## src/rtl/calc_pkg.sv

```systemverilog
// ============================================================================
// calc_pkg : shared FSM state, ASCII character and ALU encoding constants
// Rev 1.0  : initial release
// ============================================================================
`default_nettype none

package calc_pkg;

  typedef enum logic [2:0] {
    IDLE = 3'd0,
    OPA  = 3'd1,
    OPB  = 3'd2,
    DONE = 3'd3,
    ERR  = 3'd4
  } state_e;

  localparam logic [7:0] CH_PLUS  = 8'h2B;
  localparam logic [7:0] CH_MINUS = 8'h2D;
  localparam logic [7:0] CH_EQ    = 8'h3D;
  localparam logic [7:0] CH_SPACE = 8'h20;
  localparam logic [7:0] CH_CLR   = 8'h43;
  localparam logic [7:0] CH_ESC   = 8'h1B;

  localparam logic OP_ADD      = 1'b0;
  localparam logic OP_SUB      = 1'b1;
  localparam logic DT_UNSIGNED = 1'b0;
  localparam logic DT_SIGNED   = 1'b1;

  function automatic logic is_digit(input logic [7:0] c);
    return (c >= 8'h30) && (c <= 8'h39);
  endfunction

endpackage

`default_nettype wire

```

## src/rtl/expr_parser_if.sv

```systemverilog
// ============================================================================
// expr_parser_if : character stream in, ALU operand/control bundle out
// Optional echo signals exist only when PARSER_ECHO_EN is defined.
// Rev 1.0        : initial release
// ============================================================================
`default_nettype none

interface expr_parser_if #(
  parameter int W = 32
);
  logic [7:0]   char_in;
  logic         char_valid;
  logic         char_ready;
  logic         alu_done;
  logic [W-1:0] a;
  logic [W-1:0] b;
  logic         operator;
  logic         data_type;
  logic         parser_done;
  logic         parse_err;
`ifdef PARSER_ECHO_EN
  logic [7:0]   echo_char;
  logic         echo_valid;
`endif

  // Parser side
  modport slave (
    input  char_in, char_valid, alu_done,
`ifdef PARSER_ECHO_EN
    output echo_char, echo_valid,
`endif
    output char_ready, a, b, operator, data_type, parser_done, parse_err
  );

  // Character source / ALU side
  modport master (
    output char_in, char_valid, alu_done,
`ifdef PARSER_ECHO_EN
    input  echo_char, echo_valid,
`endif
    input  char_ready, a, b, operator, data_type, parser_done, parse_err
  );

endinterface

`default_nettype wire

```

## src/rtl/expr_parser_dec_accum.sv

```systemverilog
// ============================================================================
// dec_accum : decimal operand accumulator with digit counter and
//             look-ahead overflow flag for the digit currently offered
// Rev 1.0   : initial release
// ============================================================================
`default_nettype none

module dec_accum #(
  parameter int W          = 32,
  parameter int MAX_DIGITS = 10
) (
  input  wire logic         clk,
  input  wire logic         n_rst,
  input  wire logic         clr_i,
  input  wire logic         load_i,
  input  wire logic         step_i,
  input  wire logic [3:0]   digit_i,
  output logic [W-1:0]      acc_o,
  output logic              has_digit_o,
  output logic              ovf_o
);

  localparam int CW = $clog2(MAX_DIGITS + 1);

  logic [W-1:0]  acc_q, acc_d;
  logic [CW-1:0] ndig_q, ndig_d;
  logic [W+3:0]  prod_w;

  // Ten times a W-bit value plus a digit always fits in W+4 bits
  assign prod_w = ({4'b0000, acc_q} * (W+4)'(10)) + (W+4)'(digit_i);

  assign ovf_o       = (prod_w[W+3:W] != 4'b0000) || (ndig_q == CW'(MAX_DIGITS));
  assign has_digit_o = (ndig_q != '0);
  assign acc_o       = acc_q;

  always_comb begin
    acc_d  = acc_q;
    ndig_d = ndig_q;
    if (clr_i) begin
      acc_d  = '0;
      ndig_d = '0;
    end else if (load_i) begin
      acc_d  = W'(digit_i);
      ndig_d = CW'(1);
    end else if (step_i) begin
      acc_d  = prod_w[W-1:0];
      ndig_d = ndig_q + CW'(1);
    end
  end

  always_ff @(posedge clk or negedge n_rst) begin
    if (!n_rst) begin
      acc_q  <= '0;
      ndig_q <= '0;
    end else begin
      acc_q  <= acc_d;
      ndig_q <= ndig_d;
    end
  end

endmodule

`default_nettype wire

```

## src/rtl/expr_parser.sv

```systemverilog
// ============================================================================
// expr_parser : parses "A op B =" from an ASCII stream into ALU operands
// Optional PARSER_ECHO_EN adds a one-cycle-delayed echo of accepted characters.
// Rev 1.0     : initial release
// ============================================================================
`default_nettype none

module expr_parser
  import calc_pkg::*;
#(
  parameter int W          = 32,
  parameter int MAX_DIGITS = 10
) (
  input  wire logic     clk,
  input  wire logic     n_rst,
  expr_parser_if.slave  bus
);

  localparam logic [W-1:0] HALF = {1'b1, {(W-1){1'b0}}};

  state_e       state_q, state_d;
  logic         sign_a_q, sign_a_d, sign_b_q, sign_b_d;
  logic         op_pend_q, op_pend_d;
  logic [W-1:0] a_q, b_q;
  logic         op_q, dt_q;

  logic         accept_w, is_clr_w, is_space_w, is_dig_w;
  logic [7:0]   ch_w;
  logic         clr_acc_w, ld_a_w, st_a_w, st_b_w, latch_w;
  logic [W-1:0] acc_a_w, acc_b_w;
  logic         has_a_w, has_b_w, ovf_a_w, ovf_b_w;
  logic         dt_w, ok_a_w, ok_b_w, range_ok_w;

  assign ch_w       = bus.char_in;
  assign accept_w   = bus.char_valid && bus.char_ready;
  assign is_clr_w   = (ch_w == CH_CLR) || (ch_w == CH_ESC);
  assign is_space_w = (ch_w == CH_SPACE);
  assign is_dig_w   = is_digit(ch_w);

  dec_accum #(.W(W), .MAX_DIGITS(MAX_DIGITS)) u_acc_a (
    .clk         (clk),
    .n_rst       (n_rst),
    .clr_i       (clr_acc_w),
    .load_i      (ld_a_w),
    .step_i      (st_a_w),
    .digit_i     (ch_w[3:0]),
    .acc_o       (acc_a_w),
    .has_digit_o (has_a_w),
    .ovf_o       (ovf_a_w)
  );

  dec_accum #(.W(W), .MAX_DIGITS(MAX_DIGITS)) u_acc_b (
    .clk         (clk),
    .n_rst       (n_rst),
    .clr_i       (clr_acc_w),
    .load_i      (1'b0),
    .step_i      (st_b_w),
    .digit_i     (ch_w[3:0]),
    .acc_o       (acc_b_w),
    .has_digit_o (has_b_w),
    .ovf_o       (ovf_b_w)
  );

  // Range limits only apply once either operand is signed
  assign dt_w       = sign_a_q | sign_b_q;
  assign ok_a_w     = sign_a_q ? (acc_a_w <= HALF) : (acc_a_w < HALF);
  assign ok_b_w     = sign_b_q ? (acc_b_w <= HALF) : (acc_b_w < HALF);
  assign range_ok_w = !dt_w || (ok_a_w && ok_b_w);

  always_comb begin
    state_d   = state_q;
    sign_a_d  = sign_a_q;
    sign_b_d  = sign_b_q;
    op_pend_d = op_pend_q;
    ld_a_w    = 1'b0;
    st_a_w    = 1'b0;
    st_b_w    = 1'b0;
    latch_w   = 1'b0;

    if (accept_w) begin
      if (is_clr_w) begin
        state_d = IDLE;
      end else if (!is_space_w) begin
        unique case (state_q)
          IDLE: begin
            if (ch_w == CH_MINUS) begin
              sign_a_d = 1'b1;
              state_d  = OPA;
            end else if (is_dig_w) begin
              ld_a_w  = 1'b1;
              state_d = OPA;
            end else begin
              state_d = ERR;
            end
          end
          OPA: begin
            if (is_dig_w) begin
              if (ovf_a_w) state_d = ERR;
              else         st_a_w  = 1'b1;
            end else if (((ch_w == CH_PLUS) || (ch_w == CH_MINUS)) && has_a_w) begin
              op_pend_d = (ch_w == CH_MINUS) ? OP_SUB : OP_ADD;
              state_d   = OPB;
            end else begin
              state_d = ERR;
            end
          end
          OPB: begin
            if (is_dig_w) begin
              if (ovf_b_w) state_d = ERR;
              else         st_b_w  = 1'b1;
            end else if ((ch_w == CH_MINUS) && !has_b_w && !sign_b_q) begin
              sign_b_d = 1'b1;
            end else if ((ch_w == CH_EQ) && has_b_w) begin
              if (range_ok_w) begin
                latch_w = 1'b1;
                state_d = DONE;
              end else begin
                state_d = ERR;
              end
            end else begin
              state_d = ERR;
            end
          end
          ERR: begin
            if (ch_w == CH_EQ) state_d = IDLE;
          end
          default: ;
        endcase
      end
    end

    if ((state_q == DONE) && bus.alu_done) state_d = IDLE;

    if (state_d == IDLE) begin
      sign_a_d = 1'b0;
      sign_b_d = 1'b0;
    end
  end

  assign clr_acc_w = (state_d == IDLE);

  always_ff @(posedge clk or negedge n_rst) begin
    if (!n_rst) begin
      state_q   <= IDLE;
      sign_a_q  <= 1'b0;
      sign_b_q  <= 1'b0;
      op_pend_q <= OP_ADD;
      a_q       <= '0;
      b_q       <= '0;
      op_q      <= OP_ADD;
      dt_q      <= DT_UNSIGNED;
    end else begin
      state_q   <= state_d;
      sign_a_q  <= sign_a_d;
      sign_b_q  <= sign_b_d;
      op_pend_q <= op_pend_d;
      if (latch_w) begin
        a_q  <= sign_a_q ? -acc_a_w : acc_a_w;
        b_q  <= sign_b_q ? -acc_b_w : acc_b_w;
        op_q <= op_pend_q;
        dt_q <= dt_w ? DT_SIGNED : DT_UNSIGNED;
      end
    end
  end

  assign bus.a           = a_q;
  assign bus.b           = b_q;
  assign bus.operator    = op_q;
  assign bus.data_type   = dt_q;
  assign bus.parser_done = (state_q == DONE);
  assign bus.parse_err   = (state_q == ERR);
  assign bus.char_ready  = (state_q != DONE);

`ifdef PARSER_ECHO_EN
  logic [7:0] echo_char_q;
  logic       echo_valid_q;

  always_ff @(posedge clk or negedge n_rst) begin
    if (!n_rst) begin
      echo_char_q  <= 8'h00;
      echo_valid_q <= 1'b0;
    end else begin
      echo_valid_q <= accept_w && (state_q != ERR);
      if (accept_w && (state_q != ERR)) echo_char_q <= ch_w;
    end
  end

  assign bus.echo_char  = echo_char_q;
  assign bus.echo_valid = echo_valid_q;
`endif

endmodule

`default_nettype wire

```

## src/flat_wrapper.sv

```systemverilog
// flat-port wrapper written by rule: the top's interface ports become plain ports
module expr_parser_flat import calc_pkg::*;
#(
  parameter int W          = 32,
  parameter int MAX_DIGITS = 10
)
  (clk, n_rst, bus_char_in, bus_char_valid, bus_alu_done, bus_char_ready, bus_a, bus_b, bus_operator, bus_data_type, bus_parser_done, bus_parse_err);
  expr_parser_if #(.W(W)) bus_i ();
  input  wire logic clk;
  input  wire logic n_rst;
  input wire logic [$bits(bus_i.char_in)-1:0] bus_char_in;
  input wire logic [$bits(bus_i.char_valid)-1:0] bus_char_valid;
  input wire logic [$bits(bus_i.alu_done)-1:0] bus_alu_done;
  output wire logic [$bits(bus_i.char_ready)-1:0] bus_char_ready;
  output wire logic [$bits(bus_i.a)-1:0] bus_a;
  output wire logic [$bits(bus_i.b)-1:0] bus_b;
  output wire logic [$bits(bus_i.operator)-1:0] bus_operator;
  output wire logic [$bits(bus_i.data_type)-1:0] bus_data_type;
  output wire logic [$bits(bus_i.parser_done)-1:0] bus_parser_done;
  output wire logic [$bits(bus_i.parse_err)-1:0] bus_parse_err;
  assign bus_i.char_in = bus_char_in;
  assign bus_i.char_valid = bus_char_valid;
  assign bus_i.alu_done = bus_alu_done;
  assign bus_char_ready = bus_i.char_ready;
  assign bus_a = bus_i.a;
  assign bus_b = bus_i.b;
  assign bus_operator = bus_i.operator;
  assign bus_data_type = bus_i.data_type;
  assign bus_parser_done = bus_i.parser_done;
  assign bus_parse_err = bus_i.parse_err;
  expr_parser #(.W(W), .MAX_DIGITS(MAX_DIGITS)) u_core (.clk(clk), .n_rst(n_rst), .bus(bus_i));
endmodule
```

## config.mk

```make
export PLATFORM = sky130hd
export DESIGN_NAME = expr_parser_flat
export DESIGN_NICKNAME = d
export VERILOG_FILES = /design/src/rtl/calc_pkg.sv /design/src/rtl/expr_parser_if.sv /design/src/rtl/expr_parser_dec_accum.sv /design/src/rtl/expr_parser.sv /design/src/flat_wrapper.sv
export SDC_FILE = /design/constraint.sdc
export NUM_CORES = 1
export LEC_CHECK = 0
export BUFFER_PORTS_ARGS = -buffer_cell sky130_fd_sc_hd__buf_2
export CAP_MARGIN = 30
export CELL_PAD_IN_SITES_DETAIL_PLACEMENT = 1
export CELL_PAD_IN_SITES_GLOBAL_PLACEMENT = 1
export CORE_ASPECT_RATIO = 0.9
export CORE_MARGIN = 1
export CORE_UTILIZATION = 47
export CTS_CLUSTER_DIAMETER = 100
export DETAILED_ROUTE_END_ITERATION = 8
export PLACE_DENSITY = 0.93
export RECOVER_POWER = 25
export SETUP_SLACK_MARGIN = 0.5
export SLEW_MARGIN = 20
export SYNTH_ARGS = -nofsm -noshare
export SYNTH_HDL_FRONTEND = slang
export SYNTH_SLANG_ARGS = --single-unit
```

## constraint.sdc

```tcl
create_clock -name clk -period 5.9 [get_ports clk]
set_input_delay 1.77 -clock clk [delete_from_list [all_inputs] [get_ports clk]]
set_output_delay 1.77 -clock clk [all_outputs]
set_load 0.05 [all_outputs]
```

# Yosys cells after proc, flatten, opt, wreduce, memory -nomap -nowiden
# Cells that the tools add are included.
# word_totals
latchBits	0
output_inout_bits	69
reg_bits	144
mem_bits_ro	0
n_memories	0
mem_bits_rw	0
# classes
reduce_logical	32
shift	0
eq_ne	16
n_lt_le_gt_ge	6
bitwise_logic	4
div_mod_pow	0
add_sub_neg	6
muxes	71
multipliers	2
# op_table
op	count
$mux W32	7
$add A36 B4 Y36	2
$mul A32 B3 Y35 const B	2
$le A32 B32 Y1 const B	2
$lt A32 B32 Y1 const B	2
$neg A32 Y32	2
$mux W3	15
$mux W1	43
$eq A8 B6 Y1 const B	4
$mux W4	5
$reduce_bool A4 Y1	4
$pmux W3 S4	1
$reduce_and A6 Y1	2
$reduce_bool A2 Y1	6
$add A4 B1 Y4 const B	2
$eq A4 B4 Y1 const B	2
$eq A8 B5 Y1 const B	1
$eq A8 B7 Y1 const B	1
$ge A8 B6 Y1 const B	1
$le A8 B6 Y1 const B	1
$logic_and A1 B1 Y1	8
$eq A3 B2 Y1 const B	2
$logic_not A3 Y1	2
$ne A2 B2 Y1 const B	3
other kinds (9)	17

# Logic depth before layout (Yosys ltp)
# logic_depth
word_depth	16
ltp_mapped	20

# Modules after synthesis
# From an unflattened synthesis, not the netlist that was laid out.
# hier_totals
cells_unflattened	1498
hier_area_um2	13392.8
# by_module_without_submodules
module	area_each_um2	cells_per_inst	seq_area_each_um2	instances
expr_parser	4574.4	445	1801.7	1
dec_accum at u_core.u_acc_a	4463.0	517	900.9	1
dec_accum at u_core.u_acc_b	4355.4	536	900.9	1

# Worst setup path after synthesis
# OpenSTA, ideal clock, no wires.
# synth_timing
kind	input to register
from	input port bus_char_in[1]
to	register u_core.u_acc_a.acc_q[0], in the netlist u_core.u_acc_a.acc_o[0]
setup_ns	0.121
stages	17
arrival_ns	5.518
slack_ns	0.261
path_cell_list	ha_1 > inv_1 > fa_1 > nor2_1 > o21ai_0 > or3_1 > nor4b_1 > nand4_1 > nor4_1 > nand4b_1 > nor2b_1 > nor3_1 > nor3_1 > o311a_1 > buf_2 > buf_2 > nor2_1
# synth_via
elab_chain_cells	12
# synth_lines
element	line_no	source
start, declared	flat_wrapper.sv:11	input wire logic [$bits(bus_i.char_in)-1:0] bus_char_in;
$add A36 B4 Y36 (tied with other cells)	expr_parser_dec_accum.sv:30	assign prod_w = ({4'b0000, acc_q} * (W+4)'(10)) + (W+4)'(digit_i);
$reduce_bool A4 Y1 (tied with other cells)	expr_parser_dec_accum.sv:32	assign ovf_o = (prod_w[W+3:W] != 4'b0000) || (ndig_q == CW'(MAX_DIGITS));
$logic_or A1 B1 Y1 (tied with other cells)	expr_parser_dec_accum.sv:32	
$mux W3 (on tied branches)	-	
$mux W3 (on tied branches)	expr_parser.sv:108, expr_parser.sv:97	
$pmux W3 S4	expr_parser.sv:84	unique case (state_q)
$mux W3	expr_parser.sv:83	end else if (!is_space_w) begin
$mux W3	expr_parser.sv:81	if (is_clr_w) begin
$mux W3	expr_parser.sv:80	if (accept_w) begin
$mux W3	expr_parser.sv:132	if ((state_q == DONE) && bus.alu_done) state_d = IDLE;
$logic_not A3 Y1	expr_parser.sv:140	assign clr_acc_w = (state_d == IDLE);
$reduce_bool A3 Y1 (no line) / $mux W32 (equally long branches)	-	
end signal, assigned	expr_parser_dec_accum.sv:53	acc_q <= '0;
end signal, assigned	expr_parser_dec_accum.sv:56	acc_q <= acc_d;
end, declared	expr_parser_dec_accum.sv:25	logic [W-1:0] acc_q, acc_d;
# Parallel ways exist; a longest one is shown, timed or not.
# A chain may end at the register's enable or synchronous reset.

# Final worst setup path
# layout_timing
from	input port bus_char_in[1]
to	register u_core.u_acc_a.acc_q[5], in the netlist u_core.u_acc_a.acc_o[5]
# The elaborated chain is that of the path after synthesis.

==> run summary <==
Yosys reg bits - 144
Largest net degree at the start of global routing - 106
Hold WS - 0.475 ns
Worst r2r src - u_core.u_acc_b.acc_o[3]
CTS clk-pin slew, worst paths - 0.06 ns
HPWL Detailed - 34,100 um
P per Cell Area - 167 mW/mm^2
Largest family of logic cells by synthesized area - simple AND/OR/NAND/NOR gates
Post-synthesis xor/xnor area fraction - 10.7%
All-layer global routing usage - 33.1%
Sequential cell area - 0.00361 sq mm
R2r endpoint - u_core.u_acc_a.acc_o[5]
Failing checks - capacitance limit, slew limit
Area after DPL - 0.0140 sq mm
Drt first pass iters - 5
Final count of hold timing violations - 0
Root Driver - clkbuf_16
Crit share post-route - 92.3%
Syn_area_per_cell - 8.03 sq um
Yosys cell types - 76
EDFF count, synth - 0
Crit path DAT - 5.77 ns
Post-Syn Nets - 1,794
# placed instances - 2,031
Tmin final - 5.45 ns
Pleak - 7.30 nW
DRT iter0 DRCs - 1,280
Register area share after synthesis - 27.3%
Most frequent cell after synthesis - nand2_1
DR vias - 13,767
Diode count - 0
Mapped Cells - 1,644
Inserted Clock Buffers - 17
Fillers - 3,241
Final Wtd Congestion - 0.947
Mapped Area - 0.0132 sq mm
RSZ-0062 raised after global routing - false
Post-Synth Simple-Gate Area - 23.6%
# Max-Cap Violations - 2
Post-synth ARST share - 100%
Core Box Area - 0.0273 sq mm
CP max FO - 22
Total Power - 2.54 mW
Crit path kind - in2reg
Die W - 179 um
WL final - 50,400 um
Critical Path Sink - u_core.u_acc_a.acc_o[5]
Share of cells above drive strength 1 - 14.3%
Critical path required time - 6.22 ns
Worst reg2reg path depth - 21
Adder-cell share of the synthesized area - 13.3%
Hold Crit Class - reg2reg
Final Non-Filler Cells - 2,083
Yosys top cell by area - dfrtp_1
Setup TNS - 0 ns
Mux share of post-synthesis cell area - 1.62%
Area of the multi-input gates - 0.00955 sq mm
Final count of pins violating max slew - 108
# setup viols final - 0
First-pass GRT wire length - 74,800 um
Status - complete, but fails checks
Synth cell count leaders - 224 x nand2_1, 144 x dfrtp_1, 143 x nor2_1, 143 x o21ai_0, 134 x ha_1
Worst Setup SP - bus_char_in[1]
R2R Setup Slk - 0.54 ns
Vias in the first global route - 13,915
Port Buffers - 80
Rel. slew slack - -44.3%
CP startpoint kind - primary input
Slew at the pin closest to its max-slew limit - 2.16 ns
Layout area overhead - 14.9%
WL/cell - 24.2 um
Drt via density - 6.61
Clock Sinks - 144
CTS Hold Buffers Added - 0
Maximum clock insertion buffer count - 2
Fin area - 0.0152 sq mm
GR Overflow Total - 0
CTS tree - done
Yosys warnings - 0
Die area - 0.0288 sq mm
F_max - 0.184 GHz
CP endpoint kind - flip-flop
Synth area leaders - dfrtp_1 27%, ha_1 13%, nand2_1 6.4%, xor2_1 5.9%, o21ai_0 5.4%
Rows - 57
Yosys top cell area share - 27.3%
Clock skew - 0.0161 ns
Synth Area in Compound Gates - 19.9%
Primary FF master, synth - dfrtp_1
DRC - 0
Routed Antenna Nets - 0
Depth of the CTS H-tree - 4
Initial Util - 48.3%
Initial antenna violation count - 0
Die height - 161 um
Clock Latency Late Sink - 0.45 ns
I/O pins - 81
Max VDD drop - 0.162 mV
Nets - 1,866
report_power, final:
group / internal (mW) / leakage, nW / total, mW / switching, mW
clock network: 0.586 / 0.268 / 1.08 / 0.498
registers: 0.998 / 2.00 / 1.02 / 0.0254
logic: 0.135 / 5.03 / 0.429 / 0.294
worst min path at each step:
stage | slack, ns | to | cells past startpoint | startpoint
5_1_grt | 0.52 | u_core.bus.a[11] | 2 | u_core.bus.a[11]
3_3_place_gp | 0.45 | u_core.bus.operator | 2 | u_core.op_pend_q
4_1_cts | 0.48 | u_core.bus.a[22] | 2 | u_core.bus.a[22]
2_1_floorplan | 0.43 | u_core.bus.operator | 2 | u_core.op_pend_q
3_5_place_dp | 0.46 | u_core.bus.operator | 2 | u_core.op_pend_q
6_report | 0.47 | u_core.bus.a[19] | 2 | u_core.bus.a[19]
layer usage:
metal | share of wire (%) | global-route usage, % | up-vias
li1 | - | - | 6065
met2 | 47 | 53.1 | 686
met5 | 0 | 0 | -
met3 | 7.8 | 6.66 | 145
met4 | 3.0 | 10.6 | 0
met1 | 42 | 44.5 | 6871
worst max-delay path, cell delays in order:
cell and delay, ns:
buf_2 0.16, ha_2 0.23, fa_2 0.24, a21o_1 0.15
nand2_1 0.11, nor3_2 0.27, nand2_1 0.11, or2_2 0.37
nor4_4 0.31, nand4_1 0.17, buf_4 0.18, nor4_4 0.26
a21boi_4 0.11, o31ai_2 0.33, buf_4 0.17, and3_1 0.18
o311a_4 0.30, buf_12 0.19, o21ai_0 0.12
through the flow:
step / util, % / setup WS (ns)
final: 55.5 / 0.451
after global routing: 55.5 / 0.293
after CTS: 54.1 / 0.498
after detailed placement: 51.4 / -0.00853
after global placement: 51.3 / 0.238
after floorplan: - / 0.595
cell usage in the layout, fill, tap and decap left out, types with 12 or more instances in the layout:
| cell | count |
|---|---|
| dfrtp_1 | 140 |
| inv_1 | 42 |
| and3_1 | 23 |
| a21oi_1 | 98 |
| or3_1 | 30 |
| nand4_1 | 28 |
| o21ai_0 | 136 |
| a21o_1 | 19 |
| o31ai_1 | 19 |
| nand2_1 | 224 |
| nor3_1 | 31 |
| nand3_1 | 35 |
| buf_2 | 78 |
| o21a_1 | 14 |
| o211ai_1 | 21 |
| xnor2_1 | 72 |
| xor2_1 | 88 |
| ha_1 | 130 |
| buf_4 | 41 |
| and4_1 | 12 |
| nor2_1 | 143 |
| mux2i_1 | 17 |
| clkbuf_16 | 18 |
| and2_1 | 18 |
area by class of cell:
cell class | count | area share (%)
Multi-Input combinational cell | 1380 | 62.9
Sequential cell | 144 | 23.8
Timing Repair Buffer | 130 | 5.59
Tap cell | 354 | 2.92
Clock buffer | 18 | 2.83
Inverter | 43 | 1.06
Clock inverter | 14 | 0.874
registers in the layout, indices dropped and copies added (netlist names):
register               cells
u_core.u_acc_b.ndig_q      4
u_core.state_q             3
u_core.sign_a_q            1
u_core.u_acc_a.ndig_q      4
u_core.u_acc_a.acc_o      32
u_core.bus.data_type       1
u_core.u_acc_b.acc_o      32
u_core.op_pend_q           1
u_core.sign_b_q            1
u_core.bus.b              32
u_core.bus.operator        1
u_core.bus.a              32
what timing repair did:
action                                  in CTS  in global routing
buffers inserted                             5                 11
pin swaps                                    4                 15
endpoints found under the setup margin      74                 89
gates cloned                                 0                  2
resized for setup                           27                 59
cells by family (layout without fill, tap and decap cells):
family | after synthesis | count (layout)
AND/OR/NAND/NOR | 638 | 639
adder cells (fa/ha/maj) | 138 | 138
buffers and inverters | 121 | 205
XOR/XNOR | 161 | 161
multiplexers | 21 | 21
AO/OA/AOI/OAI | 421 | 421
flip-flops | 144 | 144
(Power assumes the default switching activity.)
